[src/rtl/elelock_prog.sv]
`default_nettype none
// +--------------------------------------------------------------------------+
// | Module      : elelock_prog                                               |
// | Description : Electronic lock controller with a reprogrammable PIN of    |
// |               DIGITS decimal digits. Synchronises and edge-detects a     |
// |               raw ten-key pad, buffers entered digits, compares them     |
// |               against the stored PIN and enforces a timed lockout with   |
// |               an alarm after MAX_FAIL consecutive wrong entries.         |
// | Ports       : ck       - clock, rising edge                              |
// |               reset    - asynchronous reset, active low                  |
// |               tenkey   - raw one-hot key pad, asynchronous to ck         |
// |               enter    - submit request, rising-edge qualified           |
// |               close    - lock request (level)                            |
// |               prog     - enter PIN-programming mode (level)              |
// |               lock     - door locked                                     |
// |               alarm    - lockout in progress                             |
// |               mode     - 0 OPEN, 1 LOCKED, 2 PROG, 3 LOCKOUT             |
// |               fail_cnt - consecutive failed attempts                     |
// |               dcount   - digits buffered, saturating at DIGITS           |
// | Revision    : 1.0 - initial release                                      |
// +--------------------------------------------------------------------------+
module elelock_prog #(
  parameter int          DIGITS      = 4,
  parameter logic [31:0] DEFAULT_PIN = 32'h0000_5963,
  parameter int          MAX_FAIL    = 3,
  parameter int          LOCKOUT_CYC = 1024
) (
  input  logic       ck,
  input  logic       reset,
  input  logic [9:0] tenkey,
  input  logic       enter,
  input  logic       close,
  input  logic       prog,
  output logic       lock,
  output logic       alarm,
  output logic [1:0] mode,
  output logic [3:0] fail_cnt,
  output logic [3:0] dcount
);

  localparam int                 c_buf_w     = 4 * DIGITS;
  localparam logic [1:0]         c_st_open   = 2'd0;
  localparam logic [1:0]         c_st_locked = 2'd1;
  localparam logic [1:0]         c_st_prog   = 2'd2;
  localparam logic [1:0]         c_st_lockout = 2'd3;
  localparam logic [c_buf_w-1:0] c_buf_clear = {c_buf_w{1'b1}};
  localparam logic [c_buf_w-1:0] c_pin_rst   = DEFAULT_PIN[c_buf_w-1:0];
  localparam logic [3:0]         c_digits    = 4'(DIGITS);
  localparam logic [3:0]         c_max_fail  = 4'(MAX_FAIL);
  localparam logic [15:0]        c_lock_load = 16'(LOCKOUT_CYC - 1);

  logic [9:0]         r_tk1;
  logic [9:0]         r_tk2;
  logic               r_enter_d;
  logic [c_buf_w-1:0] r_buf;
  logic [c_buf_w-1:0] r_pin;
  logic [3:0]         r_dcount;
  logic [1:0]         r_mode;
  logic               r_lock;
  logic               r_alarm;
  logic [3:0]         r_fail;
  logic [15:0]        r_timer;

  logic               w_press;
  logic               w_onehot;
  logic               w_take;
  logic               w_ev;
  logic               w_match;
  logic [3:0]         w_code;
  logic [c_buf_w-1:0] w_buf_shift;

  // A press is the first sampled cycle with any key down; multi-key chords
  // are dropped rather than guessed at.
  assign w_press  = (|r_tk1) & ~(|r_tk2);
  assign w_onehot = (r_tk1 != 10'd0) && ((r_tk1 & (r_tk1 - 10'd1)) == 10'd0);
  assign w_take   = w_press & w_onehot;
  assign w_ev     = enter & ~r_enter_d;
  assign w_match  = (r_dcount == c_digits) && (r_buf == r_pin);

  always_comb begin
    w_code = 4'd0;
    for (int n = 0; n < 10; n++) begin
      if (r_tk1[n]) w_code = 4'(n);
    end
  end

  // Newest digit enters at digit 0; the oldest falls off the top.
  generate
    if (DIGITS == 1) begin : g_single
      assign w_buf_shift = w_code;
    end else begin : g_multi
      assign w_buf_shift = {r_buf[c_buf_w-5:0], w_code};
    end
  endgenerate

  always_ff @(posedge ck or negedge reset) begin
    if (!reset) begin
      r_tk1     <= 10'd0;
      r_tk2     <= 10'd0;
      r_enter_d <= 1'b0;
      r_buf     <= c_buf_clear;
      r_pin     <= c_pin_rst;
      r_dcount  <= 4'd0;
      r_mode    <= c_st_open;
      r_lock    <= 1'b0;
      r_alarm   <= 1'b0;
      r_fail    <= 4'd0;
      r_timer   <= 16'd0;
    end else begin
      r_tk1     <= tenkey;
      r_tk2     <= r_tk1;
      r_enter_d <= enter;

      case (r_mode)
        c_st_open: begin
          if (close) begin
            r_mode   <= c_st_locked;
            r_lock   <= 1'b1;
            r_buf    <= c_buf_clear;
            r_dcount <= 4'd0;
          end else if (prog) begin
            r_mode   <= c_st_prog;
            r_buf    <= c_buf_clear;
            r_dcount <= 4'd0;
          end else if (w_take) begin
            r_buf <= w_buf_shift;
            if (r_dcount != c_digits) r_dcount <= r_dcount + 4'd1;
          end
        end

        c_st_prog: begin
          if (close) begin
            r_mode   <= c_st_locked;
            r_lock   <= 1'b1;
            r_buf    <= c_buf_clear;
            r_dcount <= 4'd0;
          end else if (w_ev) begin
            // A short entry is discarded and programming continues.
            if (r_dcount == c_digits) begin
              r_pin  <= r_buf;
              r_mode <= c_st_open;
            end
            r_buf    <= c_buf_clear;
            r_dcount <= 4'd0;
          end else if (w_take) begin
            r_buf <= w_buf_shift;
            if (r_dcount != c_digits) r_dcount <= r_dcount + 4'd1;
          end
        end

        c_st_locked: begin
          if (close) begin
            r_buf    <= c_buf_clear;
            r_dcount <= 4'd0;
          end else if (w_ev) begin
            // Any press in this cycle is lost: the buffer is cleared.
            r_buf    <= c_buf_clear;
            r_dcount <= 4'd0;
            if (w_match) begin
              r_mode <= c_st_open;
              r_lock <= 1'b0;
              r_fail <= 4'd0;
            end else begin
              r_fail <= r_fail + 4'd1;
              if (r_fail + 4'd1 == c_max_fail) begin
                r_mode  <= c_st_lockout;
                r_alarm <= 1'b1;
                r_timer <= c_lock_load;
              end
            end
          end else if (w_take) begin
            r_buf <= w_buf_shift;
            if (r_dcount != c_digits) r_dcount <= r_dcount + 4'd1;
          end
        end

        default: begin
          // Lockout: all requests ignored; timer loaded with LOCKOUT_CYC-1
          // so the alarm spans exactly LOCKOUT_CYC edges.
          r_buf    <= c_buf_clear;
          r_dcount <= 4'd0;
          if (r_timer == 16'd0) begin
            r_mode  <= c_st_locked;
            r_alarm <= 1'b0;
            r_fail  <= 4'd0;
          end else begin
            r_timer <= r_timer - 16'd1;
          end
        end
      endcase
    end
  end

  assign lock     = r_lock;
  assign alarm    = r_alarm;
  assign mode     = r_mode;
  assign fail_cnt = r_fail;
  assign dcount   = r_dcount;

endmodule
`default_nettype wire

[config.mk]
export PLATFORM = sky130hd
export DESIGN_NAME = elelock_prog
export DESIGN_NICKNAME = d
export VERILOG_FILES = /design/src/rtl/elelock_prog.sv
export SDC_FILE = /design/constraint.sdc
export NUM_CORES = 1
export LEC_CHECK = 0
export CAP_MARGIN = 20
export CORE_MARGIN = 5
export CORE_UTILIZATION = 60
export CTS_CLUSTER_SIZE = 28
export DETAILED_ROUTE_END_ITERATION = 8
export GPL_TIMING_DRIVEN = 0
export PLACE_DENSITY = 0.81
export SYNTH_ARGS = -nofsm -noshare
export SYNTH_HDL_FRONTEND = slang
export SYNTH_SLANG_ARGS = --single-unit
[constraint.sdc]
create_clock -name ck -period 4.38 [get_ports ck]
set_clock_uncertainty 0.15 [all_clocks]
set_input_delay 0.876 -clock ck [delete_from_list [all_inputs] [get_ports ck]]
set_output_delay 0.876 -clock ck [all_outputs]
set_load 0.02 [all_outputs]
After elaboration in Yosys (flattened, before gate mapping)
Index checks and enable logic that the tools add are counted.

operators by class
  add/subtract/negate cells = 4
  eq/ne operators = 17
  muxes and demuxes = 55
  bitwise operators = 8
  reduce and logical (&&, ||, !) cells = 19

operators by type and width
  operator                 count
  $mux W16                 10
  $mux W4                  17
  $pmux W16 S2             2
  $mux W2                  11
  $reduce_or A10 Y1        2
  $eq A16 B16 Y1           1
  $logic_not A16 Y1        1
  $pmux W4 S2              2
  $sub A16 B1 Y16 const B  1
  $ne A3 B3 Y1 const B     4
  $reduce_and A6 Y1        2
  $and A10 B10 Y10         1
  $logic_not A10 Y1        1
  $mux W1                  10
  $ne A2 B2 Y1 const B     5
  $reduce_bool A10 Y1      1
  $sub A10 B1 Y10 const B  1
  $add A4 B1 Y4 const B    2
  $reduce_and A4 Y1        2
  $reduce_and A7 Y1        1
  $pmux W2 S3              1
  $reduce_and A5 Y1        1
  $eq A4 B2 Y1 const B     1
  $eq A4 B3 Y1 const B     1
  other kinds (12)         22

word-level totals
  register bits after elaboration = 81
  input port bits = 15
  output and inout bits = 12
  word-level logic and storage cells = 114

Depth between registers and ports, before layout
Gate-level depths: netlist of run 1.

  word-level depth = 13
  gate-level depth with buffers = 9
  gate-level depth less buffers = 8

Least setup slack after synthesis of run 1
Ideal clock, no wire load.

  path kind = input to register
  start point = input port close
  end point = register r_timer[10]
  library setup time = 0.064 ns
  arrival = 2.499 ns
  required time = 4.166 ns
  setup slack = 1.667 ns
  stages = 6
  path buffers = 0
  cells stage by stage = or3b_2 -> a21oi_1 -> a21boi_0 -> a31oi_1 -> a311oi_1 -> a21o_1

on the way
  longest elaborated chain between the ends = 2

RTL lines
  element                      RTL line  RTL
  start, declared              32        input logic close,
  $ne A2 B2 Y1 (no line)       --
  $reduce_and A6 Y1 (no line)  --
  end signal, assigned         168       r_timer <= c_lock_load;
  end signal, assigned         187       r_timer <= r_timer - 16'd1;
  end, declared                62        logic [15:0] r_timer;

No other way between the ends.
A chain may end at the register's enable or synchronous reset.

Final worst setup path of run 1
Ends and elaborated chain as after synthesis.

==> results of run 1 <==
==> area by class of cell <==
class                      instances  area, sq um  share of cell area
multi-input combinational        314         2060               0.428
clock buffer                       9          124              0.0257
tap                               96          120              0.0249
timing repair buffer              27          278              0.0577
sequential                        81         2060               0.427
clock inverter                     7         58.8              0.0122
buffer                            16         65.1              0.0135
inverter                          14         52.6              0.0109
==> cells in the final DEF (no fill, tap or decap), drive strengths merged, types with 9 or more instances in the layout <==
master | netlist | final
a21oi | 22 | 22
clkbuf | 12 | 21
clkdlybuf4s50 | 0 | 25
dfrtp | 57 | 57
dfstp | 24 | 24
ha | 9 | 9
inv | 13 | 18
mux2 | 18 | 18
nand2 | 31 | 31
nand3 | 15 | 15
nor2 | 40 | 40
nor3 | 16 | 16
o21ai | 37 | 37
o221ai | 9 | 9
or3 | 11 | 11
xnor2 | 15 | 15
==> worst min path at each step <==
stage,startpoint,to,cells after the start
after floorplan,r_tk1[7]$_DFF_PN0_,r_tk2[7]$_DFF_PN0_,0
after global placement,r_tk1[4]$_DFF_PN0_,r_tk2[4]$_DFF_PN0_,0
after detailed placement,r_tk1[3]$_DFF_PN0_,r_tk2[3]$_DFF_PN0_,0
after CTS,reset,fail_cnt[2]$_DFFE_PN0P_,1
after global routing,reset,fail_cnt[0]$_DFFE_PN0P_,1
final,reset,fail_cnt[0]$_DFFE_PN0P_,1
==> flip-flops by register name (all words and copies together) (netlist names) <==
name and cells:
r_timer 16, r_pin 16, fail_cnt 4, r_tk2 10, lock 1, r_buf 16
alarm 1, dcount 4, mode 2, r_tk1 10, r_enter_d 1
==> stage by stage <==
step | worst slack, ns | total power [W] | utilization | TNS [ns] | hold WS, ns
6_report | 1.08 | 0.00286 | 0.705 | 0 | 0.310
2_1_floorplan | 1.67 | 0.00201 | - | 0 | 0.259
4_1_cts | 1.14 | 0.00286 | 0.705 | 0 | 0.312
3_3_place_gp | -0.398 | 0.00230 | 0.675 | -22.44 | 0.286
5_1_grt | 0.978 | 0.00308 | 0.705 | 0 | 0.338
3_5_place_dp | 0.780 | 0.00234 | 0.678 | 0 | 0.293
==> cell usage after synthesis (all sizes together), types with 11 or more instances <==
| library cell | n | area share |
|---|---|---|
| dfrtp | 57 | 0.34 |
| nor2 | 40 | 0.035 |
| o21ai | 37 | 0.044 |
| nand2 | 31 | 0.027 |
| dfstp | 24 | 0.15 |
| a21oi | 22 | 0.026 |
| mux2 | 18 | 0.048 |
| nor3 | 16 | 0.022 |
| nand3 | 15 | 0.018 |
| xnor2 | 15 | 0.031 |
| inv | 13 | 0.012 |
| clkbuf | 12 | 0.011 |
| or3 | 11 | 0.017 |
==> worst max-delay path: stages <==
cell                              delay [ns]
sky130_fd_sc_hd__clkdlybuf4s50_1        0.52
sky130_fd_sc_hd__or3b_2                 0.56
sky130_fd_sc_hd__a21oi_1                0.23
sky130_fd_sc_hd__a21boi_0               0.71
sky130_fd_sc_hd__a31oi_1                0.17
sky130_fd_sc_hd__a311oi_1               0.27
sky130_fd_sc_hd__a21o_1                 0.11
==> report_power, final <==
part,leakage (nW),switching (W),internal [W]
Combinational,0.877,0.000672,0.000501
Clock,0.0877,0.000297,0.000216
Sequential,0.943,0.000209,0.000963
Total,1.91,0.00118,0.00168
==> cells by family after synthesis <==
family / after synthesis / synth area share
and+or+nand+nor: 146 / 0.176
xor gates and xnor gates: 18 / 0.0372
AOI/OAI and AO/OA: 116 / 0.182
buffers and inverters: 30 / 0.0278
muxes: 25 / 0.0644
DFF: 81 / 0.486
adders and majority gates: 9 / 0.0266
==> layer usage <==
layer | vias to the layer above | GRT usage | part of all wire
li1 | 1645 | - | -
met1 | 1635 | 0.282 | 0.45
met2 | 78 | 0.360 | 0.49
met3 | 16 | 0.0296 | 0.040
met4 | 0 | 0.0999 | 0.018
met5 | - | 0 | 0
==> implementation parameters, run 1 <==
Parameter                              Value

Routing
  Wire length after detailed routing    8.74 mm
  Iter 0 DRT Violations    140
  Routed length per instance    15.5 microns
  Number of vias in the routed layout    3374
  Pre-Repair DR Iteration Count    4
  Drt drc    0
  Antenna viol nets, final    0
  Via density per instance    5.98

Floorplanning
  Y dimension of the die    94.0 microns
  Die outline area    8840 sq um
  Number of standard-cell rows in the floorplan    30
  Width of the chip    94.0 microns
  Top-level port count    27
  Core ar.    6830 sq um
  Effective utilization at floorplan    0.620

Synthesis
  Mean cell area of the mapped netlist    9.96 sq um
  Cells after Synth    425
  YS warnings    0
  Most used flip-flop cell after synthesis    sky130_fd_sc_hd__dfrtp_1
  Unique masters post-synth    59
  Share of the yosys chip area belonging to registers    0.486
  Share of flip-flops with an asynchronous set or reset after synthesis    1.00
  Syn_nets    449
  #FFs+latches synth    81
  Post-synthesis cell area    4230 sq um
  Number of enable-type register cells in the synthesized netlist    0

Clock tree
  Root Buffer Master    sky130_fd_sc_hd__clkbuf_8
  CTS Buf Count    9
  Total number of H-tree levels    3
  Clock net sink count    81
  CTS clock-pin slew for the worst setup and hold paths    0.09 ns
  Clock latency on the worst-skew pair    0.36 ns
  Cells resized by post-CTS repair    0
  CTS tree    built
  Count of hold-fix buffers inserted at cts    0
  Worst-case clock buffer depth    2
  Post CTS Setup Buffer Count    0

Cells and area
  # diodes    0
  Area delta synth->final    13.7%
  Share of post-route cells with drive strength above 1    0.158
  Number of nets in the layout    487
  Design area    4810 sq um
  Final Non-Filler Cells    564
  Number of filler instances in the final layout    519

Critical path
  Source of the worst register-to-register timing path    mode[0]$_DFFE_PN0P_
  CP required    4.53 ns
  Endpoint kind of the worst setup timing path    flop
  Setup slack of the most critical reg-to-reg path    1.52 ns
  Worst setup path startpoint    close
  Critical path fanouts, max    7
  Data arrival time of the critical path    3.46 ns
  Startpoint type of the worst setup path    input pin
  Kind of critical path    input pin to flop
  Critical Path End    r_timer[10]$_DFFE_PN0P_
  Worst R2R End    r_timer[10]$_DFFE_PN0P_
  Number of cells traversed by the worst register-to-register path    8

Pwr
  Maximum resistive drop on vdd    363 uV
  Leak Pwr    1.91 nW
  Total power per unit cell area    594 nW/um^2

Flow run
  Max Cap Viol    0

Placement
  Total cell area at the placement stage    4630 sq um
  HPWL reported at the end of detailed placement    6.33 mm
  Placed instance count    548
  Number of port buffers    26
  Placer congestion estimate    0.852

Global route
  Gr ovfl total    0
  Number of antenna violations at the first check in global routing    0
  Vias in the first global route    3210
  First-pass GRT wire length    15.2 mm
  Gr usage total    0.217
  Maximum number of pins on one net before global-route repair    45

Outcome
  Result of the run    finished, final reports clean

STA
  Worst slew pin tran    0.882 ns
  RSZ-0062 raised after global routing    no
  F_max    303 MHz
  Tightest slew margin relative to the limit    0.412
  Number of max-slew violations in the final report    0
  Final min period    3.30 ns
  Portion of the clock cycle consumed by the worst path in the final layout    0.755
  Final Hold Viols    0
  Number of setup violations in the final report    0

Min path
  Worst min-delay path category    input pin to async pin
No activity file was read; power rests on OpenSTA's default activity.
==> inputs of run 2 (changes only) <==
--- a/config.mk
+++ b/config.mk
@@ -7,11 +7,11 @@
 export LEC_CHECK = 0
 export CAP_MARGIN = 20
 export CORE_MARGIN = 5
-export CORE_UTILIZATION = 60
+export CORE_UTILIZATION = 59
 export CTS_CLUSTER_SIZE = 28
 export DETAILED_ROUTE_END_ITERATION = 8
 export GPL_TIMING_DRIVEN = 0
-export PLACE_DENSITY = 0.81
+export PLACE_DENSITY = 0.79
 export SYNTH_ARGS = -nofsm -noshare
 export SYNTH_HDL_FRONTEND = slang
 export SYNTH_SLANG_ARGS = --single-unit
==> constraint.sdc (replaced) <==
create_clock -name ck -period 3.1 [get_ports ck]
set_clock_uncertainty 0.15 [all_clocks]
set_input_delay 0.62 -clock ck [delete_from_list [all_inputs] [get_ports ck]]
set_output_delay 0.62 -clock ck [all_outputs]
set_load 0.02 [all_outputs]
==> run 2 against run 1 <==
Global-route usage is 0.48 points higher. Non-clock buffer count rose by 1. Critical path depth is the same. Die area up 1.5%. Cell count up 0.18%. Utilization decreased by 0.24 points. Combinational power grew 44%.
==> implementation parameters, run 2 (same netlist as run 1, synthesis figures left out) <==
Parameter                              Value

Outcome
  Result of the run    finished, final reports clean

Floorplanning
  Width of the chip    94.7 microns (+0.76%)
  Number of standard-cell rows in the floorplan    30 (unchanged)
  Top-level port count    27 (unchanged)
  Die outline area    8970 sq um (+1.5%)
  Core ar.    6910 sq um (+1.1%)
  Effective utilization at floorplan    0.613 (-0.00674)
  Y dimension of the die    94.7 microns (+0.76%)

Placement
  Placed instance count    548 (unchanged)
  Number of port buffers    26 (unchanged)
  Placer congestion estimate    0.848 (-0.39%)
  Total cell area at the placement stage    4640 sq um (+0.16%)
  HPWL reported at the end of detailed placement    6.50 mm (+2.8%)

Clock tree
  Clock latency on the worst-skew pair    0.36 ns (about the same)
  Clock net sink count    81 (unchanged)
  CTS Buf Count    9 (unchanged)
  CTS tree    built
  Worst-case clock buffer depth    2 (unchanged)
  CTS clock-pin slew for the worst setup and hold paths    0.09 ns (about the same)
  Root Buffer Master    sky130_fd_sc_hd__clkbuf_8
  Post CTS Setup Buffer Count    0 (unchanged)
  Total number of H-tree levels    3 (unchanged)

Cells and area
  Sequential cell area    2060 sq um (unchanged)
  Number of nets in the layout    488 (+0.21%)
  Share of post-route cells with drive strength above 1    0.160 (+0.00180)
  Design area    4850 sq um (+0.75%)
  Post-Route Utilization    0.702 (-0.00241)
  Number of filler instances in the final layout    539 (+3.9%)
  Area delta synth->final    14.6%
  # diodes    0 (unchanged)
  Commonest cells after routing, fill and taps aside    57 x sky130_fd_sc_hd__dfrtp_1, 40 x sky130_fd_sc_hd__nor2_1, 37 x sky130_fd_sc_hd__o21ai_0, 31 x sky130_fd_sc_hd__nand2_1, 25 x sky130_fd_sc_hd__clkdlybuf4s50_1
  Registers with the most flip-flops    r_buf (16), r_pin (16), r_timer (16)
  Most common cell after layout, fill and taps aside    sky130_fd_sc_hd__dfrtp_1
  Final Non-Filler Cells    565 (+0.18%)
  Total area of multi-input combinational cells    2080 sq um (+0.85%)

STA
  Tightest slew margin relative to the limit    0.602 (+0.190)
  F_max    337 MHz
  RSZ-0062 raised after global routing    yes
  Final Hold Viols    0 (unchanged)
  Final min period    2.96 ns
  Number of setup violations in the final report    0 (unchanged)
  Number of max-slew violations in the final report    0 (unchanged)
  Portion of the clock cycle consumed by the worst path in the final layout    0.956
  Worst slew pin tran    0.592 ns (-0.290 ns)

Global route
  Number of antenna violations at the first check in global routing    0 (unchanged)
  Maximum number of pins on one net before global-route repair    65 (+44%)
  Gr usage total    0.222 (+0.00479)
  Gr ovfl total    0 (unchanged)
  First-pass GRT wire length    15.7 mm (+3.2%)
  Vias in the first global route    3298 (+2.7%)

Critical path
  Critical path fanouts, max    10 (+3)
  Slowest cell delay on critical path    0.56 ns (-0.15 ns)
  Max stage delay cell, worst path    sky130_fd_sc_hd__or3b_2
  Buf+Inv Stages, Crit Path    2 (+1)
  Series of cell instances along the critical path    clkdlybuf4s50_1 > or3b_2 > a21oi_1 > o41ai_4 > buf_2 > o221ai_1 > mux2_2
  Startpoint type of the worst setup path    input pin
  CP required    3.20 ns (-1.33 ns)
  Largest delay share family, worst path    compound AO/OA/AOI/OAI gates
  Data arrival time of the critical path    3.06 ns (-0.40 ns)
  Kind of critical path    input pin to flop
  Setup slack of the most critical reg-to-reg path    0.21 ns (-1.31 ns)
  Endpoint kind of the worst setup timing path    flop

Pwr
  Overall Power    0.00408 W (+43%)
  Total power per unit cell area    842 nW/um^2 (+42%)
  Maximum resistive drop on vdd    480 uV (+32%)
  Leak Pwr    1.93 nW (+1.2%)

Routing
  Drt drc    0 (unchanged)
  Number of vias in the routed layout    3437 (+1.9%)
  Antenna viol nets, final    0 (unchanged)
  Via density per instance    6.08 (+1.7%)
  Pre-Repair DR Iteration Count    4 (unchanged)
  Iter 0 DRT Violations    233 (+66%)
  Routed length per instance    16.1 microns (+3.7%)
  Wire length after detailed routing    9.08 mm (+3.9%)

Min path
  Worst min-delay path category    flop to flop

Flow run
  Max Cap Viol    0 (unchanged)
[run 2: cell count changes in the layout (fill, tap and decap cells not counted), sizes merged]
cell / previous run / this run
clkinv: 1 / 3
clkinvlp: 2 / 1
dlygate4sd3: 0 / 1
inv: 18 / 17
[run 2: repair_timing]
action,CTS,global route
hold endpoints to repair,17,0
hold buffers,1,0
setup endpoints to repair,0,4
gates resized for setup,0,3
[run 2: metrics by stage]
stage | worst slack, ns | hold WS (ns) | TNS (ns)
3_5_place_dp | -0.297 | 0.297 | -1.83
3_3_place_gp | -1.43 | 0.286 | -95.59
4_1_cts | 0.0392 | 0.318 | 0
5_1_grt | -0.0146 | 0.330 | -0.0146
6_report | 0.136 | 0.322 | 0
2_1_floorplan | 0.603 | 0.174 | 0
[run 2: final timing paths]
path | startpoint | endpoint | depth (start not counted)
max in group asynchronous | reset | r_buf[0]$_DFF_PN1_ | 3
worst max-delay path | close | mode[0]$_DFFE_PN0P_ | 7
worst min-delay path | r_tk1[3]$_DFF_PN0_ | r_tk2[3]$_DFF_PN0_ | 0
worst min register to register | r_tk1[3]$_DFF_PN0_ | r_tk2[3]$_DFF_PN0_ | 0
min in group asynchronous | reset | fail_cnt[0]$_DFFE_PN0P_ | 2
worst max register to register | mode[1]$_DFFE_PN0P_ | r_timer[1]$_DFFE_PN0P_ | 7
[run 2: metal layers]
| layer | part of all wire | track usage | vias up |
|---|---|---|---|
| met1 | 0.43 | 0.287 | 1684 |
| met5 | 0 | 0 | - |
| li1 | - | - | 1647 |
| met4 | 0.020 | 0.105 | 0 |
| met2 | 0.50 | 0.366 | 89 |
| met3 | 0.043 | 0.0343 | 17 |
[run 2: worst reg2reg max path: cells and delay by family (launching register included)]
| family | cells | cell delay [ns] |
|---|---|---|
| buffers and inverters | 3 | 0.93 |
| AOI/OAI and AO/OA | 2 | 0.57 |
| and+or+nand+nor | 1 | 0.54 |
| DFF | 1 | 0.44 |
| adders and majority gates | 1 | 0.14 |
[run 2: report_power, final]
group / total (W) / internal [W] / leakage, nW / switching [W]
sequential: 0.00166 / 0.00136 / 0.943 / 0.000302
clock: 0.000728 / 0.000305 / 0.0912 / 0.000424
combinational: 0.00169 / 0.000721 / 0.897 / 0.000969
total: 0.00408 / 0.00239 / 1.93 / 0.00169
[run 2: layout make-up]
class | count | area share
Clock inverter | 7 | 0.0124
Timing Repair Buffer | 28 | 0.0609
Sequential cell | 81 | 0.424
Buffer | 16 | 0.0134
Inverter | 14 | 0.0108
Multi-Input combinational cell | 314 | 0.428
Tap cell | 96 | 0.0248
Clock buffer | 9 | 0.0255
==> inputs of run 3 (changes only) <==
--- a/config.mk
+++ b/config.mk
@@ -6,6 +6,7 @@
 export NUM_CORES = 1
 export LEC_CHECK = 0
 export CAP_MARGIN = 20
+export CORE_ASPECT_RATIO = 1.4
 export CORE_MARGIN = 5
 export CORE_UTILIZATION = 59
 export CTS_CLUSTER_SIZE = 28
==> run 3 against run 2 <==
Hold slack worse by 0.29 ns. Critical path depth is the same. First-iteration DRC count down 16%. Sequential share of layout area decreased by 0.098 points. Die area increased by 0.26%. Combinational power about the same. Cell count down 0.35%. Sequential power about the same. Clock power increased by 8.4%. Utilization fell by 0.59 points. Highest routed layer unchanged. Global-route usage rose by 0.10 points. Maximum frequency fell by 1.9%.
==> implementation parameters, run 3 (same netlist as run 1, synthesis figures left out) <==
Parameter                              Value

Outcome
  Result of the run    finished, final reports clean

Clock tree
  Root Buffer Master    sky130_fd_sc_hd__clkbuf_8
  Post CTS Setup Buffer Count    0 (unchanged)
  Clock net sink count    81 (unchanged)
  Worst-case clock buffer depth    2 (unchanged)
  Total number of H-tree levels    3 (unchanged)
  CTS clock-pin slew for the worst setup and hold paths    0.08 ns (about the same)
  CTS tree    built
  Clock latency on the worst-skew pair    0.36 ns (about the same)
  CTS Buf Count    9 (unchanged)

Cells and area
  Number of filler instances in the final layout    539 (unchanged)
  Design area    4860 sq um (+0.23%)
  Most common cell after layout, fill and taps aside    sky130_fd_sc_hd__dfrtp_1
  Area delta synth->final    14.8%
  Post-Route Utilization    0.696 (-0.00594)
  Number of nets in the layout    487 (-0.20%)
  Registers with the most flip-flops    r_buf (16), r_pin (16), r_timer (16)
  Commonest cells after routing, fill and taps aside    57 x sky130_fd_sc_hd__dfrtp_1, 40 x sky130_fd_sc_hd__nor2_1, 37 x sky130_fd_sc_hd__o21ai_0, 31 x sky130_fd_sc_hd__nand2_1, 25 x sky130_fd_sc_hd__clkdlybuf4s50_1
  # diodes    0 (unchanged)
  Share of post-route cells with drive strength above 1    0.162 (+0.00248)

Routing
  Iter 0 DRT Violations    196 (-16%)
  Antenna viol nets, final    0 (unchanged)
  Number of vias in the routed layout    3424 (-0.38%)
  Routed length per instance    16.5 microns (+2.5%)
  Wire length after detailed routing    9.27 mm (+2.1%)
  Via density per instance    6.08 (about the same)
  Pre-Repair DR Iteration Count    4 (unchanged)
  Drt drc    0 (unchanged)

Pwr
  Clock share of power    0.190 (+0.012)
  Reg power frac    0.399 (-0.008)
  Total power per unit cell area    856 nW/um^2 (+1.7%)
  Sw Pwr    0.00170 W (+0.32%)
  Maximum resistive drop on vdd    462 uV (-3.8%)
  Leak Pwr    1.93 nW (about the same)
  Combinational Power Share    0.411 (-0.003)
  Pint    0.00246 W (+3.1%)
  Switching Fraction    0.409 (-0.00662)

Floorplanning
  Y dimension of the die    110 microns (+16%)
  Width of the chip    81.6 microns (-14%)
  Top-level port count    27 (unchanged)
  Core ar.    6980 sq um (+1.1%)
  Effective utilization at floorplan    0.606 (-0.00659)
  Die outline area    8990 sq um (+0.26%)
  Number of standard-cell rows in the floorplan    36 (+20%)

STA
  Worst slew pin tran    0.671 ns (+0.0789 ns)
  Portion of the clock cycle consumed by the worst path in the final layout    0.975 (+0.0185)
  Final Hold Viols    0 (unchanged)
  F_max    331 MHz (-1.9%)
  Number of setup violations in the final report    0 (unchanged)
  RSZ-0062 raised after global routing    no
  Tightest slew margin relative to the limit    0.549 (-0.0530)
  Number of max-slew violations in the final report    0 (unchanged)
  Final min period    3.02 ns (+0.0573 ns)
  Final Hold Slack    0.0331 ns (-0.289 ns)

Critical path
  Startpoint type of the worst setup path    input pin
  Kind of critical path    input pin to flop
  Critical path fanouts, max    10 (unchanged)
  Endpoint kind of the worst setup timing path    flop
  CP required    3.19 ns (about the same)
  Number of cells traversed by the worst register-to-register path    8 (+1)
  Data arrival time of the critical path    3.12 ns (+0.06 ns)

Global route
  Gr usage total    0.223 (+0.00105)
  First-pass GRT wire length    15.4 mm (-1.7%)
  Maximum number of pins on one net before global-route repair    53 (-18%)
  Gr ovfl total    0 (unchanged)
  Number of antenna violations at the first check in global routing    0 (unchanged)
  Vias in the first global route    3310 (+0.36%)

Placement
  HPWL reported at the end of detailed placement    6.68 mm (+2.7%)
  Number of port buffers    26 (unchanged)
  Total cell area at the placement stage    4640 sq um (about the same)
  Placer congestion estimate    0.899 (+6.0%)

Flow run
  Max Cap Viol    0 (unchanged)

Min path
  Worst min-delay path category    input pin to async pin
## run 3: worst paths after layout
kind | from | slack, ns | endpoint
setup / recovery | close | 0.08 | mode[0]$_DFFE_PN0P_
hold / removal | reset | 0.03 | fail_cnt[1]$_DFFE_PN0P_
setup reg to reg | r_timer[0]$_DFFE_PN0P_ | 0.22 | mode[0]$_DFFE_PN0P_
hold reg to reg | r_tk1[4]$_DFF_PN0_ | 0.31 | r_tk2[4]$_DFF_PN0_
max in group asynchronous | reset | 2.13 | r_buf[12]$_DFF_PN1_
min in group ck | r_tk1[4]$_DFF_PN0_ | 0.31 | r_tk2[4]$_DFF_PN0_
## run 3: what timing repair did
item	CTS	global route
endpoints found under the setup margin	0	5
resized for setup	0	4
hold buffers	0	0
## run 3: metal layers
layer | up-vias | part of all wire | routed length [microns] | global-route usage
met2 | 81 | 0.54 | 5040 | 0.404
met5 | - | 0 | 0 | 0
li1 | 1641 | - | - | -
met4 | 0 | 0.026 | 241 | 0.0998
met1 | 1681 | 0.40 | 3680 | 0.248
met3 | 21 | 0.033 | 309 | 0.0463
## run 3: power groups by stage
stage          sequential [W]  clock (W)  combinational (W)
6_report              0.00166   0.000789            0.00171
5_1_grt               0.00169   0.000859            0.00189
3_5_place_dp          0.00167          0            0.00167
3_3_place_gp          0.00165          0            0.00160
4_1_cts               0.00165   0.000800            0.00167
2_1_floorplan         0.00164          0            0.00120
## run 3: final cells by class
cell class,instances,area (sq um),share of cell area
multi-input combinational,314,2080,0.428
timing repair buffer,27,285,0.0587
tap,95,119,0.0244
sequential,81,2060,0.423
inverter,14,52.6,0.0108
clock inverter,7,76.3,0.0157
buffer,16,65.1,0.0134
clock buffer,9,124,0.0255
## run 3: through the flow
step           TNS (ns)  worst slack [ns]  power [W]  std cells
6_report              0            0.0784    0.00416        563
5_1_grt               0            0.0121    0.00444        563
3_5_place_dp      -2.50            -0.323    0.00334        547
3_3_place_gp     -95.51             -1.42    0.00325        546
2_1_floorplan         0             0.603    0.00284        425
4_1_cts               0            0.0534    0.00412        563
## run 3: worst max-delay path, stage by stage
cell	delay [ns]
sky130_fd_sc_hd__clkdlybuf4s50_1	0.52
sky130_fd_sc_hd__or3b_2	0.57
sky130_fd_sc_hd__a21oi_1	0.32
sky130_fd_sc_hd__o41ai_4	0.16
sky130_fd_sc_hd__buf_2	0.22
sky130_fd_sc_hd__o221ai_1	0.32
sky130_fd_sc_hd__mux2_2	0.37
